## src/rtl/inst_fetch_unit_if.sv

```systemverilog
// Decoder-side handshake for the instruction fetch stage.
// master = fetch unit (drives word), slave = decoder (drives ready).
interface inst_fetch_unit_if #(
    parameter int ADDR_W = 4
);
    logic              ir_valid;
    logic              ir_ready;
    logic [31:0]       ir_data;
    logic [ADDR_W-1:0] ir_pc;

    modport master (
        output ir_valid,
        output ir_data,
        output ir_pc,
        input  ir_ready
    );

    modport slave (
        input  ir_valid,
        input  ir_data,
        input  ir_pc,
        output ir_ready
    );
endinterface

```

## src/rtl/inst_fetch_unit.sv

```systemverilog
// Instruction fetch: program memory, PC, prefetch FIFO, redirect flush.
// Optional halt-word detection is enabled by defining IFETCH_HALT_DET_EN.
module inst_fetch_unit #(
    parameter int IMEM_DEPTH = 16,
    parameter int ADDR_W     = 4,
    parameter int FIFO_DEPTH = 4
) (
    input  logic                         clk,
    input  logic                         sys_rst,
    input  logic                         prog_we,
    input  logic [ADDR_W-1:0]            prog_addr,
    input  logic [31:0]                  prog_data,
    input  logic                         start,
    input  logic                         redirect_valid,
    input  logic [ADDR_W-1:0]            redirect_pc,
    inst_fetch_unit_if.master            ir,
    output logic [$clog2(FIFO_DEPTH):0]  fifo_count,
    output logic                         halted
);
    localparam int PTR_W = $clog2(FIFO_DEPTH);
    localparam int CNT_W = PTR_W + 1;

`ifdef IFETCH_HALT_DET_EN
    typedef enum logic [1:0] {IDLE, RUN, HALT} state_t;
`else
    typedef enum logic [1:0] {IDLE, RUN} state_t;
`endif

    state_t state_q, state_d;

    logic [31:0]       imem [IMEM_DEPTH];
    logic [ADDR_W-1:0] pc_q;

    // single-stage read pipe: at most one read is ever in flight
    logic              rd_valid_q;
    logic [31:0]       rd_data_q;
    logic [ADDR_W-1:0] rd_pc_q;

    logic [31:0]       fifo_data [FIFO_DEPTH];
    logic [ADDR_W-1:0] fifo_pc   [FIFO_DEPTH];
    logic [PTR_W-1:0]  wr_ptr_q;
    logic [PTR_W-1:0]  rd_ptr_q;
    logic [CNT_W-1:0]  count_q;

    logic              flush;
    logic              push;
    logic              pop;
    logic              issue;
    logic              halt_push;
    logic [CNT_W:0]    credit_used;

    assign flush = redirect_valid && (state_q != IDLE);
    assign push  = rd_valid_q && !flush;
    assign pop   = ir.ir_valid && ir.ir_ready && !flush;

    assign credit_used = {1'b0, count_q}
                       + {{CNT_W{1'b0}}, rd_valid_q};

    assign issue = (state_q == RUN) && !flush && !halt_push
                && (credit_used < (CNT_W+1)'(FIFO_DEPTH));

`ifdef IFETCH_HALT_DET_EN
    assign halt_push = push && (rd_data_q[31:27] == 5'b11111);
    assign halted    = (state_q == HALT);
`else
    assign halt_push = 1'b0;
    assign halted    = 1'b0;
`endif

    assign ir.ir_valid = (count_q != '0);
    assign ir.ir_data  = fifo_data[rd_ptr_q];
    assign ir.ir_pc    = fifo_pc[rd_ptr_q];
    assign fifo_count  = count_q;

    // state register
    always_ff @(posedge clk) begin
        if (sys_rst) state_q <= IDLE;
        else         state_q <= state_d;
    end

    // next-state: start leaves IDLE, halt word parks, redirect resumes
    always_comb begin
        state_d = state_q;
        unique case (state_q)
            IDLE: if (start) state_d = RUN;
`ifdef IFETCH_HALT_DET_EN
            RUN:  if (halt_push) state_d = HALT;
            HALT: if (redirect_valid) state_d = RUN;
`else
            RUN:  state_d = RUN;
`endif
            default: state_d = state_q;
        endcase
    end

    // program load in IDLE and synchronous instruction read
    always_ff @(posedge clk) begin
        if (!sys_rst && prog_we && (state_q == IDLE))
            imem[prog_addr] <= prog_data;
        if (issue)
            rd_data_q <= imem[pc_q];
    end

    // PC, read tag, and prefetch FIFO bookkeeping
    always_ff @(posedge clk) begin
        if (sys_rst) begin
            pc_q       <= '0;
            rd_valid_q <= 1'b0;
            rd_pc_q    <= '0;
            wr_ptr_q   <= '0;
            rd_ptr_q   <= '0;
            count_q    <= '0;
            for (int i = 0; i < FIFO_DEPTH; i++) begin
                fifo_data[i] <= '0;
                fifo_pc[i]   <= '0;
            end
        end else if (flush) begin
            pc_q       <= redirect_pc;
            rd_valid_q <= 1'b0;
            wr_ptr_q   <= '0;
            rd_ptr_q   <= '0;
            count_q    <= '0;
        end else begin
            if ((state_q == IDLE) && start)
                pc_q <= '0;
            rd_valid_q <= issue;
            if (issue) begin
                pc_q    <= pc_q + ADDR_W'(1);
                rd_pc_q <= pc_q;
            end
            if (push) begin
                fifo_data[wr_ptr_q] <= rd_data_q;
                fifo_pc[wr_ptr_q]   <= rd_pc_q;
                wr_ptr_q            <= wr_ptr_q + PTR_W'(1);
            end
            if (pop)
                rd_ptr_q <= rd_ptr_q + PTR_W'(1);
            count_q <= count_q + CNT_W'(push) - CNT_W'(pop);
        end
    end
endmodule

```

## src/flat_wrapper.sv

```systemverilog
// flat-port wrapper written by rule: the top's interface ports become plain ports
module inst_fetch_unit_flat 
#(
    parameter int IMEM_DEPTH = 16,
    parameter int ADDR_W     = 4,
    parameter int FIFO_DEPTH = 4
)
  (clk, sys_rst, prog_we, prog_addr, prog_data, start, redirect_valid, redirect_pc, fifo_count, halted, ir_ir_valid, ir_ir_data, ir_ir_pc, ir_ir_ready);
  inst_fetch_unit_if #(.ADDR_W(ADDR_W)) ir_i ();
  input  logic clk;
  input  logic sys_rst;
  input  logic prog_we;
  input  logic [ADDR_W-1:0] prog_addr;
  input  logic [31:0] prog_data;
  input  logic start;
  input  logic redirect_valid;
  input  logic [ADDR_W-1:0] redirect_pc;
  output logic [$clog2(FIFO_DEPTH):0] fifo_count;
  output logic halted;
  output wire logic [$bits(ir_i.ir_valid)-1:0] ir_ir_valid;
  output wire logic [$bits(ir_i.ir_data)-1:0] ir_ir_data;
  output wire logic [$bits(ir_i.ir_pc)-1:0] ir_ir_pc;
  input wire logic [$bits(ir_i.ir_ready)-1:0] ir_ir_ready;
  assign ir_ir_valid = ir_i.ir_valid;
  assign ir_ir_data = ir_i.ir_data;
  assign ir_ir_pc = ir_i.ir_pc;
  assign ir_i.ir_ready = ir_ir_ready;
  inst_fetch_unit #(.IMEM_DEPTH(IMEM_DEPTH), .ADDR_W(ADDR_W), .FIFO_DEPTH(FIFO_DEPTH)) u_core (.clk(clk), .sys_rst(sys_rst), .prog_we(prog_we), .prog_addr(prog_addr), .prog_data(prog_data), .start(start), .redirect_valid(redirect_valid), .redirect_pc(redirect_pc), .ir(ir_i), .fifo_count(fifo_count), .halted(halted));
endmodule
```

## config.mk

```make
export PLATFORM = sky130hd
export DESIGN_NAME = inst_fetch_unit_flat
export DESIGN_NICKNAME = d
export VERILOG_FILES = /design/src/rtl/inst_fetch_unit_if.sv /design/src/rtl/inst_fetch_unit.sv /design/src/flat_wrapper.sv
export SDC_FILE = /design/constraint.sdc
export NUM_CORES = 1
export LEC_CHECK = 0
export ABC_AREA = 1
export BUFFER_PORTS_ARGS = -buffer_cell sky130_fd_sc_hd__buf_4
export CORE_MARGIN = 10
export CORE_UTILIZATION = 40
export CTS_BUF_LIST = sky130_fd_sc_hd__clkbuf_8
export DETAILED_ROUTE_END_ITERATION = 12
export PLACE_DENSITY = 0.66
export SYNTH_ARGS = -nofsm -noshare
export SYNTH_HDL_FRONTEND = slang
export SYNTH_SLANG_ARGS = --single-unit
```

## constraint.sdc

```tcl
create_clock -name clk -period 6.6 [get_ports clk]
set_clock_uncertainty 0.2 [all_clocks]
set_input_delay 0.33 -clock clk [delete_from_list [all_inputs] [get_ports clk]]
set_output_delay 0.33 -clock clk [all_outputs]
set_load 0.03 [all_outputs]
```

# Word level (Yosys, flattened, before mapping)
# Memories as Yosys holds them, arrays and structs flattened. A register that Yosys moved wholly into a read port is not among the register bits.
# Cells that the tools add are included.
[op_classes]
order_cmp = 1
n_reduce_logical = 21
n_eq_ne = 2
n_bitwise = 1
muxes = 23
n_addsub = 6
[op_table]
columns = ["cell", "n"]
rows = [
  ["$mux W32", 1],
  ["$reduce_or A32 Y1", 1],
  ["$mux W4", 4],
  ["$mux W2", 7],
  ["$mux W1", 10],
  ["$logic_and A1 B1 Y1", 9],
  ["$reduce_bool A3 Y1", 2],
  ["$add A2 B1 Y2 const B", 2],
  ["$add A3 B1 Y4", 1],
  ["$add A4 B1 Y4 const B", 1],
  ["$lt A4 B3 Y1 const B", 1],
  ["$pmux W2 S2", 1],
  ["$reduce_and A2 Y1", 2],
  ["$reduce_bool A2 Y1", 2],
  ["$reduce_or A4 Y1", 1],
  ["$add A3 B1 Y3", 1],
  ["$sub A3 B1 Y3", 1],
  ["$eq A2 B1 Y1 const B", 1],
  ["$logic_not A1 Y1", 2],
  ["$logic_not A2 Y1", 1],
  ["$ne A2 B2 Y1 const B", 1],
  ["$reduce_or A2 Y1", 1],
  ["$not A1 Y1", 1],
]
[word_totals]
output_inout_bits = 41
ff_bits = 18
inputBits = 46
elab_cells = 64
memories = 3
ramBits = 656
[mem_list]
columns = ["memory", "words", "width", "read_ports", "rd_ports_with_merged_regs", "wr", "line_no", "text"]
rows = [
  ["u_core.imem", 16, 32, 1, 1, 1, "inst_fetch_unit.sv:31", "logic [31:0] imem [IMEM_DEPTH];"],
  ["u_core.fifo_data", 4, 32, 1, 1, 4, "inst_fetch_unit.sv:39", "logic [31:0] fifo_data [FIFO_DEPTH];"],
  ["u_core.fifo_pc", 4, 4, 1, 1, 4, "inst_fetch_unit.sv:40", "logic [ADDR_W-1:0] fifo_pc [FIFO_DEPTH];"],
]

# Longest topological paths before layout
# Gate-level depths: netlist (run 1).
[logic_depth]
ltp_word = 10
ltp_mapped = 10

# Worst setup path after synthesis (run 1)
# OpenSTA, ideal clock, no wires.
[synth_timing]
path_kind = "input -> register"
start = "input redirect_valid"
end = "memory u_core.fifo_data[3][0], enable pin"
path_stages = 5
arrival_time_ps = 3212
required_ps = 5921
setup_time_ps = 479
path_slack_ps = 2709
cell_sequence = "nand2_1 nand2_1 inv_1 nand2_1 o21ai_0"
[synth_rtl]
columns = ["item", "line_no", "text"]
rows = [
  ["start: declaration", "flat_wrapper.sv:16", "input logic redirect_valid;"],
  ["end: declaration", "inst_fetch_unit.sv:39", ""],
]

==> impl.org, run 1 <==
** Flow run
- Across the run, the number of max-cap violations was 0.

** Synth
- Yosys mapped the design onto 25 distinct sky130hd cell types.
- Cell accounting for the most synthesized area :: sky130_fd_sc_hd__edfxtp_1
- Of the total synthesized cell area, the portion taken by XOR and XNOR cells is 0.001239.
- Part of the Yosys area used for sequential elements :: 0.7443
- After synthesis the netlist holds a flip-flop and latch count of 707.
- Complex-gate fraction of the synthesized area :: 0.1087
- Dividing the synthesized area by the synthesized cell count gives 12.47 um2.
- Fraction of synthesized area in multiplexers :: 0
- Of the total synthesized cell area, the portion taken by full adders, half adders and majority gates is 0.002479.
- By area the synthesized netlist is led by sky130_fd_sc_hd__edfxtp_1 73%, sky130_fd_sc_hd__nor2_1 7.3%, sky130_fd_sc_hd__o21ai_0 5.9%, sky130_fd_sc_hd__o211ai_1 3.1%, sky130_fd_sc_hd__inv_1 2.0%.
- Yosys warning count :: 0
- Dominant combinational cell family by area after synthesis :: compound AO/OA/AOI/OAI gates
- Of the total synthesized cell area, the portion taken by AND, OR, NAND and NOR gates is 0.09857.
- Summing every instance area after synthesis gives 28,270 um2.
- The share of synthesized area in the top cell type comes to 0.7308.
- When the netlist entered floorplanning its net count stood at 2,318.
- Instance count of the mapped netlist :: 2,267

** CTS
- Post-CTS timing repair inserted 0 buffers for setup.
- Clock-pin transition on the worst setup and hold timing paths :: 0.06 ns
- Buffers inserted during clock tree synthesis total 109.
- The H-tree was split into 3 levels.
- TritonCTS built the clock tree.
- Total number of clock tree sinks :: 707
- Buffer cell driving the clock tree root :: sky130_fd_sc_hd__clkbuf_8
- Post-cts resize count :: 0
- Max Root-Sink Buffers :: 3
- Clock latency on the worst-skew pair :: 0.71 ns

** Power and ir drop
- Power spread over the standard cell area amounts to 297.5 nW/um2.
- In this run the static leakage power is 10.97 nW.
- The worst-case IR drop observed on VDD is 0.0001616 V.
- Total chip power :: 9.553 mW

** Detailed routing
- The detailed router placed 17.91k vias in this run.
- Detail-routed net length per standard cell :: 19.52 um
- DRT Pass-1 Iters :: 5
- The count of nets left with antenna violations once routing finished came out at 0.
- Total DRC errors in the routed layout :: 0
- In the routed layout, each cell is associated on average with a via count of 5.254.
- Post-detailed-routing wire length :: 66,550 um
- Iteration-0 DRC count of the detailed router :: 1,774

** STA
- Setup violations remaining at the end of the flow were counted as 0.
- Setup repair after global routing left no endpoint under its margin.
- Hold violation count in the final report :: 0
- Transition time of the tightest slew-check pin :: 1.332 ns
- The worst pin sits at a relative slew slack of 0.1098.
- Final-layout setup total negative slack :: 0 ns
- Fmax :: 272.1 MHz
- Count of pins over their slew limit :: 0
- The routed design could run at a clock period as short as 3.675 ns.
- Period utilisation layout :: 0.5569
- Worst hold slack across all endpoints :: 0.07505 ns

** Setup path
- STA classifies the critical path endpoint as a primary output.
- Required time at the endpoint of the critical path :: 6.07 ns
- STA puts the critical path data arrival time at 3.15 ns.
- Critical Path Source Type :: flop
- Maximum net fanout on the critical path :: 73
- Type of the worst setup path :: flop to primary output

** GRT
- Across every metal layer, demand over resource in global routing totals 0.1596.
- Entering global routing, the biggest net connects 164 pins.
- Global-route wire length before repair :: 103,800 um
- After global routing the overflow that remains totals 0.
- Via count of the first global-routing pass :: 17.90k
- Initial antenna violation count :: 0

** Layout
- Count of filler cells inserted in the layout :: 6,226
- The library cell used most frequently in the layout, excluding fill and tap cells, is sky130_fd_sc_hd__edfxtp_1.
- Number of nets in the finished design :: 2,438
- 0 antenna diodes ended up in the layout.
- Summing all non-filler instances in the final layout gives an area of 32,110 um2.
- The library cells used most frequently in the layout, excluding fill and tap cells, are 688 x sky130_fd_sc_hd__edfxtp_1, 531 x sky130_fd_sc_hd__nor2_1, 332 x sky130_fd_sc_hd__o21ai_0, 181 x sky130_fd_sc_hd__inv_1, 118 x sky130_fd_sc_hd__o211ai_1.
- At the end of the flow the core is filled with cells to 0.4585.
- Layout-stage area growth over the synthesis result :: 13.58%
- Share of post-route cells with drive strength above 1 :: 0.1065

** Floorplanning
- The core region is 70,030 um2.
- Vertical extent of the die :: 285.8 um
- The floorplan step set the die width to 285.8 um.
- Placement row count :: 97
- The initial utilization of the core area, before any placement, comes to 0.4037.
- Die area :: 81,710 um2
- For this design the top-level I/O count stands at 87.

** Placed design
- Detailed Place HPWL :: 36,180 um
- The placed instances occupy a cell area of 29,750 um2.
- Buffers placed on the I/O ports in this run total 85.
- Routability-driven placement finished with a final weighted congestion of 0.7777.

** Outcome
- The run finished with clean final reports.

** Hold path
- The path class of the tightest hold or removal check is primary input to flop.
-- path summary, 6_finish.rpt --
check             depth (start not counted)             endpoint  slack (ns)               from
setup / recovery                          6       ir_ir_data[15]        2.92               flop
hold reg to reg                           2    u_core.rd_pc_q[3]        0.29  u_core.rd_pc_q[3]
setup reg to reg                          6  u_core.rd_data_q[9]        3.28     u_core.pc_q[1]
hold / removal                            7       u_core.pc_q[3]        0.08              start
-- stage by stage --
stage / worst slack (ns) / std cells
4_1_cts: 2.842 / 3409
3_3_place_gp: 3.252 / 3172
3_5_place_dp: 3.173 / 3172
6_report: 2.925 / 3409
5_1_grt: 2.643 / 3409
2_1_floorplan: 2.709 / 2267
-- critical path, cell delays in order, from the launching register on --
cell and delay (ns):
sky130_fd_sc_hd__dfxtp_2 0.31, sky130_fd_sc_hd__buf_4 0.57, sky130_fd_sc_hd__clkinv_1 0.49, sky130_fd_sc_hd__buf_4 0.45, sky130_fd_sc_hd__o21ai_0 0.24, sky130_fd_sc_hd__o22ai_1 0.15, sky130_fd_sc_hd__buf_4 0.19
-- flip-flops by register name, summed over array words and instances (netlist names), named ones only --
signal and cells:
u_core.rd_pc_q 4, u_core.fifo_count 3, u_core.fifo_data 128, u_core.rd_data_q 32, u_core.imem 512, u_core.rd_valid_q 1, u_core.wr_ptr_q 2, u_core.state_q 1
u_core.rd_ptr_q 2, u_core.pc_q 4, u_core.fifo_pc 16
-- cells in the mapped netlist --
master	instances
sky130_fd_sc_hd__o211ai_1	118
sky130_fd_sc_hd__buf_2	17
sky130_fd_sc_hd__dfxtp_1	19
sky130_fd_sc_hd__fa_1	1
sky130_fd_sc_hd__nand2_2	1
sky130_fd_sc_hd__buf_6	10
sky130_fd_sc_hd__clkbuf_1	81
sky130_fd_sc_hd__nor3b_1	4
sky130_fd_sc_hd__xnor2_1	1
sky130_fd_sc_hd__nand3_1	86
sky130_fd_sc_hd__o21ai_0	335
sky130_fd_sc_hd__a21oi_1	57
sky130_fd_sc_hd__ha_1	4
sky130_fd_sc_hd__nand2_1	71
sky130_fd_sc_hd__inv_2	2
sky130_fd_sc_hd__edfxtp_1	688
sky130_fd_sc_hd__inv_1	151
sky130_fd_sc_hd__buf_4	11
sky130_fd_sc_hd__xor2_1	3
sky130_fd_sc_hd__buf_1	21
sky130_fd_sc_hd__buf_12	1
sky130_fd_sc_hd__conb_1	1
sky130_fd_sc_hd__clkinv_1	1
sky130_fd_sc_hd__nor2_1	547
sky130_fd_sc_hd__o22ai_1	36
-- what timing repair did --
action,CTS,global route
hold buffers,44,0
endpoints found under the hold margin,528,0
endpoints found under the setup margin,0,0
-- routing by layer --
| layer | vias to the layer above | GRT usage | share of wire |
|---|---|---|---|
| li1 | 8342 | - | - |
| met2 | 620 | 0.2654 | 0.49 |
| met5 | - | 0 | 0 |
| met3 | 94 | 0.02656 | 0.066 |
| met1 | 8856 | 0.2113 | 0.43 |
| met4 | 0 | 0.05119 | 0.019 |
-- area by class of cell --
type | instances | area [um2] | share of cell area
clock inverters | 81 | 375.4 | 0.01169
clock buffers | 112 | 1541 | 0.04801
repair buffers | 150 | 1261 | 0.03928
well taps | 940 | 1176 | 0.03663
multi-input cells | 1265 | 6122 | 0.1907
inverters | 154 | 581.8 | 0.01812
flip-flops and latches | 707 | 21050 | 0.6556
-- report_power, final --
group	internal (mW)	total [mW]	switching [mW]	leakage [nW]
Sequential	5.03	5.09	0.0591	6.55
Clock	1.61	3.25	1.64	1.10
Combinational	0.364	1.21	0.851	3.32
-- cells by family after synthesis --
kind of cell,after synthesis
compound gates,546
xor+xnor,4
fa+ha+maj,5
buf+inv,295
flops,707
other cells,1
simple gates,709
Power figures use the tool's default switching activity.
==> run 2: changes to the inputs <==
- clock period: 6.6 -> 3.4 ns (I/O delays scaled with it)
==> run 2 against run 1 <==
  * Final area increased by 1.6%
  * Power increased by 95%
  * Cell count increased by 1.2%
  * Sequential cell count stayed put
  * Clock power rose by 93%
  * Global-route usage up 0.61 points
  * Routed wire length is 3.3% higher
  * Largest cell class unchanged
  * Sequential power up 93%
  * Clock-buffer cell count stayed put
  * Combinational power is 110% higher
==> impl.org, run 2 (synthesis gave the netlist of run 1 again) <==
** CTS
- Clock-pin transition on the worst setup and hold timing paths :: 0.06 ns
- In this run the number of H-tree levels came out at 3.
- CTS saw 707 sinks.
- In this run the deepest clock path goes through 3 buffers.
- In this run the clock root is driven by a sky130_fd_sc_hd__clkbuf_8.
- TritonCTS clock tree :: built
- Clock latency on the worst-skew pair, taken at its later pin, is 0.70 ns.
- Buffers inserted during clock tree synthesis total 110.

** Placed design
- Routability-driven placement congestion ratio :: 0.8302
- Timing analysis after detailed placement gives a worst setup slack of 0.6837 ns.
- In this run, placement finished with an instance count of 3,201.
- Detailed Place HPWL :: 38,840 um
- After detailed placement, the total cell area comes to 30,160 um2.
- In this run the tool buffered the top-level ports with 85 buffer cells.

** Power and ir drop
- Leakage power of the design :: 11.24 nW
- Power spread over the standard cell area amounts to 569.9 nW/um2.
- VDD IR max :: 0.0003102 V
- Total chip power :: 18.60 mW

** STA
- Final worst-path setup slack :: 0.09904 ns
- Setup violations remaining at the end of the flow were counted as 0.
- At the pin with the least slew margin, the transition time is 0.9473 ns.
- Summed over all failing endpoints, the final setup total negative slack is 0 ns.
- Period utilisation layout :: 0.9709
- Final period demand of the worst path :: 3.301 ns
- In this run the tightest slew margin relative to its limit is 0.3685.
- The tightest hold path in the finished design has a slack of 0.06322 ns.
- Fmax :: 302.9 MHz
- Unrepaired setup endpoints after global routing :: no
- Hold violation count in the final report :: 0
- The number of pins exceeding their max-slew limit in the final report came to 0.

** Setup path
- Top cell by count, worst path :: sky130_fd_sc_hd__dlygate4sd3_1
- Combined buffer and inverter count along the critical path :: 5
- The critical path is of the flop to flop type.
- Critical Path Source Type :: flop
- FF-to-FF Start :: u_core.state_q[0]
- Critical-path cell with the highest stage delay :: sky130_fd_sc_hd__dlygate4sd3_1
- STA puts the critical path data arrival time at 3.68 ns.
- In this run the worst path has a maximum fanout of 5.
- At the worst endpoint, the required time is 3.78 ns.
- The most critical setup path has its startpoint at u_core.state_q[0].
- Delay of the slowest critical-path stage :: 0.58 ns
- The worst setup path is captured at a flop.
- Walking the worst path, the cells encountered are nand2_2 > inv_2 > nand2_1 > dlygate4sd3_1 > nand3_1 > dlygate4sd3_1 > nor2_1 > dlygate4sd3_1 > nor2_1 > dlygate4sd3_1.
- Grouping stages by cell kind, the critical path spends the most delay in buffers and inverters.

** Floorplanning
- Initial standard-cell utilization of the core :: 0.4037
- The core region is 70,030 um2.
- Die area :: 81,710 um2
- I/O pin total :: 87
- The floorplan has 97 rows.
- The die is 285.8 um wide.
- Vertical extent of the die :: 285.8 um

** Layout
- Registers with the highest flip-flop counts :: u_core.imem x512, u_core.fifo_data x128, u_core.rd_data_q x32
- Flip-flop count of the largest register after layout :: 512
- Final Instance Count excl. Fillers :: 3,451
- In the final layout, the share of cells above drive strength 1 is 0.1176.
- Measured on the finished design, the core utilization comes to 0.4660.
- Number of nets in the finished design :: 2,482
- From synthesis to final layout, the design area changed by 15.45%.
- After routing the design area is 32,640 um2.
- Leaving out fill and tap cells, the most frequent cell in the layout is sky130_fd_sc_hd__edfxtp_1.
- Leaving out fill and tap cells, the most frequent cells in the layout are 688 x sky130_fd_sc_hd__edfxtp_1, 531 x sky130_fd_sc_hd__nor2_1, 332 x sky130_fd_sc_hd__o21ai_0, 186 x sky130_fd_sc_hd__inv_1, 119 x sky130_fd_sc_hd__buf_4.
- The register with the most flip-flops in the final layout is u_core.imem.

** GRT
- Global Route met1 Usage :: 0.2170
- For met3 alone, demand over resource in global routing was 0.03092.
- Maximum number of pins on one net before global-route repair :: 165
- The via count of the first global-routing pass came to 18.30k.
- Met2 track utilization from global routing :: 0.2734
- After global routing, the most crowded layer is met2.
- Global-route wire length before repair :: 106,400 um
- Initial antenna violation count :: 1
- Overall fraction of global-route tracks in use :: 0.1657
- Total grt overflow :: 0

** Detailed routing
- Detail-routed net length per standard cell :: 19.93 um
- The detailed router finished its first iteration with 1,699 violations.
- In this run the remaining antenna-violating nets after routing total 0.
- After detailed routing, the number of remaining DRC violations is 0.
- DRT Pass-1 Iters :: 5
- Post-detailed-routing wire length :: 68,780 um
- Vias per inst :: 5.248
- Total via count in the routed design :: 18.11k

** Hold path
- Worst Min Path Start :: prog_addr[3]
- The worst hold path belongs to the class primary input to flop.

** Outcome
- The run finished with clean final reports.

** Flow run
- The tool flagged a number of max-cap violations equal to 0.
-- run 2: cell count changes in the layout (fill, tap and decap cells not counted), sizes merged --
| cell | change |
|---|---|
| buf | +30 |
| clkinv | -8 |
| clkinvlp | +3 |
| diode | +2 |
| dlygate4sd3 | +13 |
| inv | +2 |
-- run 2: path summary, 6_finish.rpt --
path,end,slack (ns),cells after the start
max,u_core.pc_q[3],0.1,10
min,u_core.imem[13][5],0.06,3
max reg2reg,u_core.pc_q[3],0.1,10
min reg2reg,u_core.rd_pc_q[3],0.30,2
-- run 2: area by class of cell --
class | count | area, um2
timing repair buffer | 193 | 1804
antenna | 2 | 5.005
multi-input combinational | 1265 | 6125
inverter | 154 | 581.8
clock buffer | 112 | 1541
sequential | 707 | 21050
fill | 6195 | 37390
tap | 940 | 1176
clock inverter | 78 | 350.3
-- run 2: what timing repair did --
action	4_1_cts	5_1_grt
hold buffers	58	0
setup buffers	0	1
resized for setup	0	3
setup endpoints to repair	0	2
endpoints found under the hold margin	532	0
-- run 2: tightest hold or removal path, cell delays in order --
cell and delay (ns):
sky130_fd_sc_hd__buf_4 0.13, sky130_fd_sc_hd__nand3_1 0.32, sky130_fd_sc_hd__nor2_4 0.14
-- run 2: metal layers --
metal / wire [um] / vias to the layer above
li1: - / 8422
met1: 29210 / 8942
met2: 33480 / 650
met3: 4747 / 98
met4: 1339 / 0
met5: 0 / -
-- run 2: power breakdown --
| part | switching (mW) | internal (mW) | leakage, nW | total [mW] |
|---|---|---|---|---|
| Combinational | 1.73 | 0.763 | 3.59 | 2.50 |
| Sequential | 0.0704 | 9.77 | 6.55 | 9.84 |
| Clock | 3.17 | 3.10 | 1.10 | 6.27 |
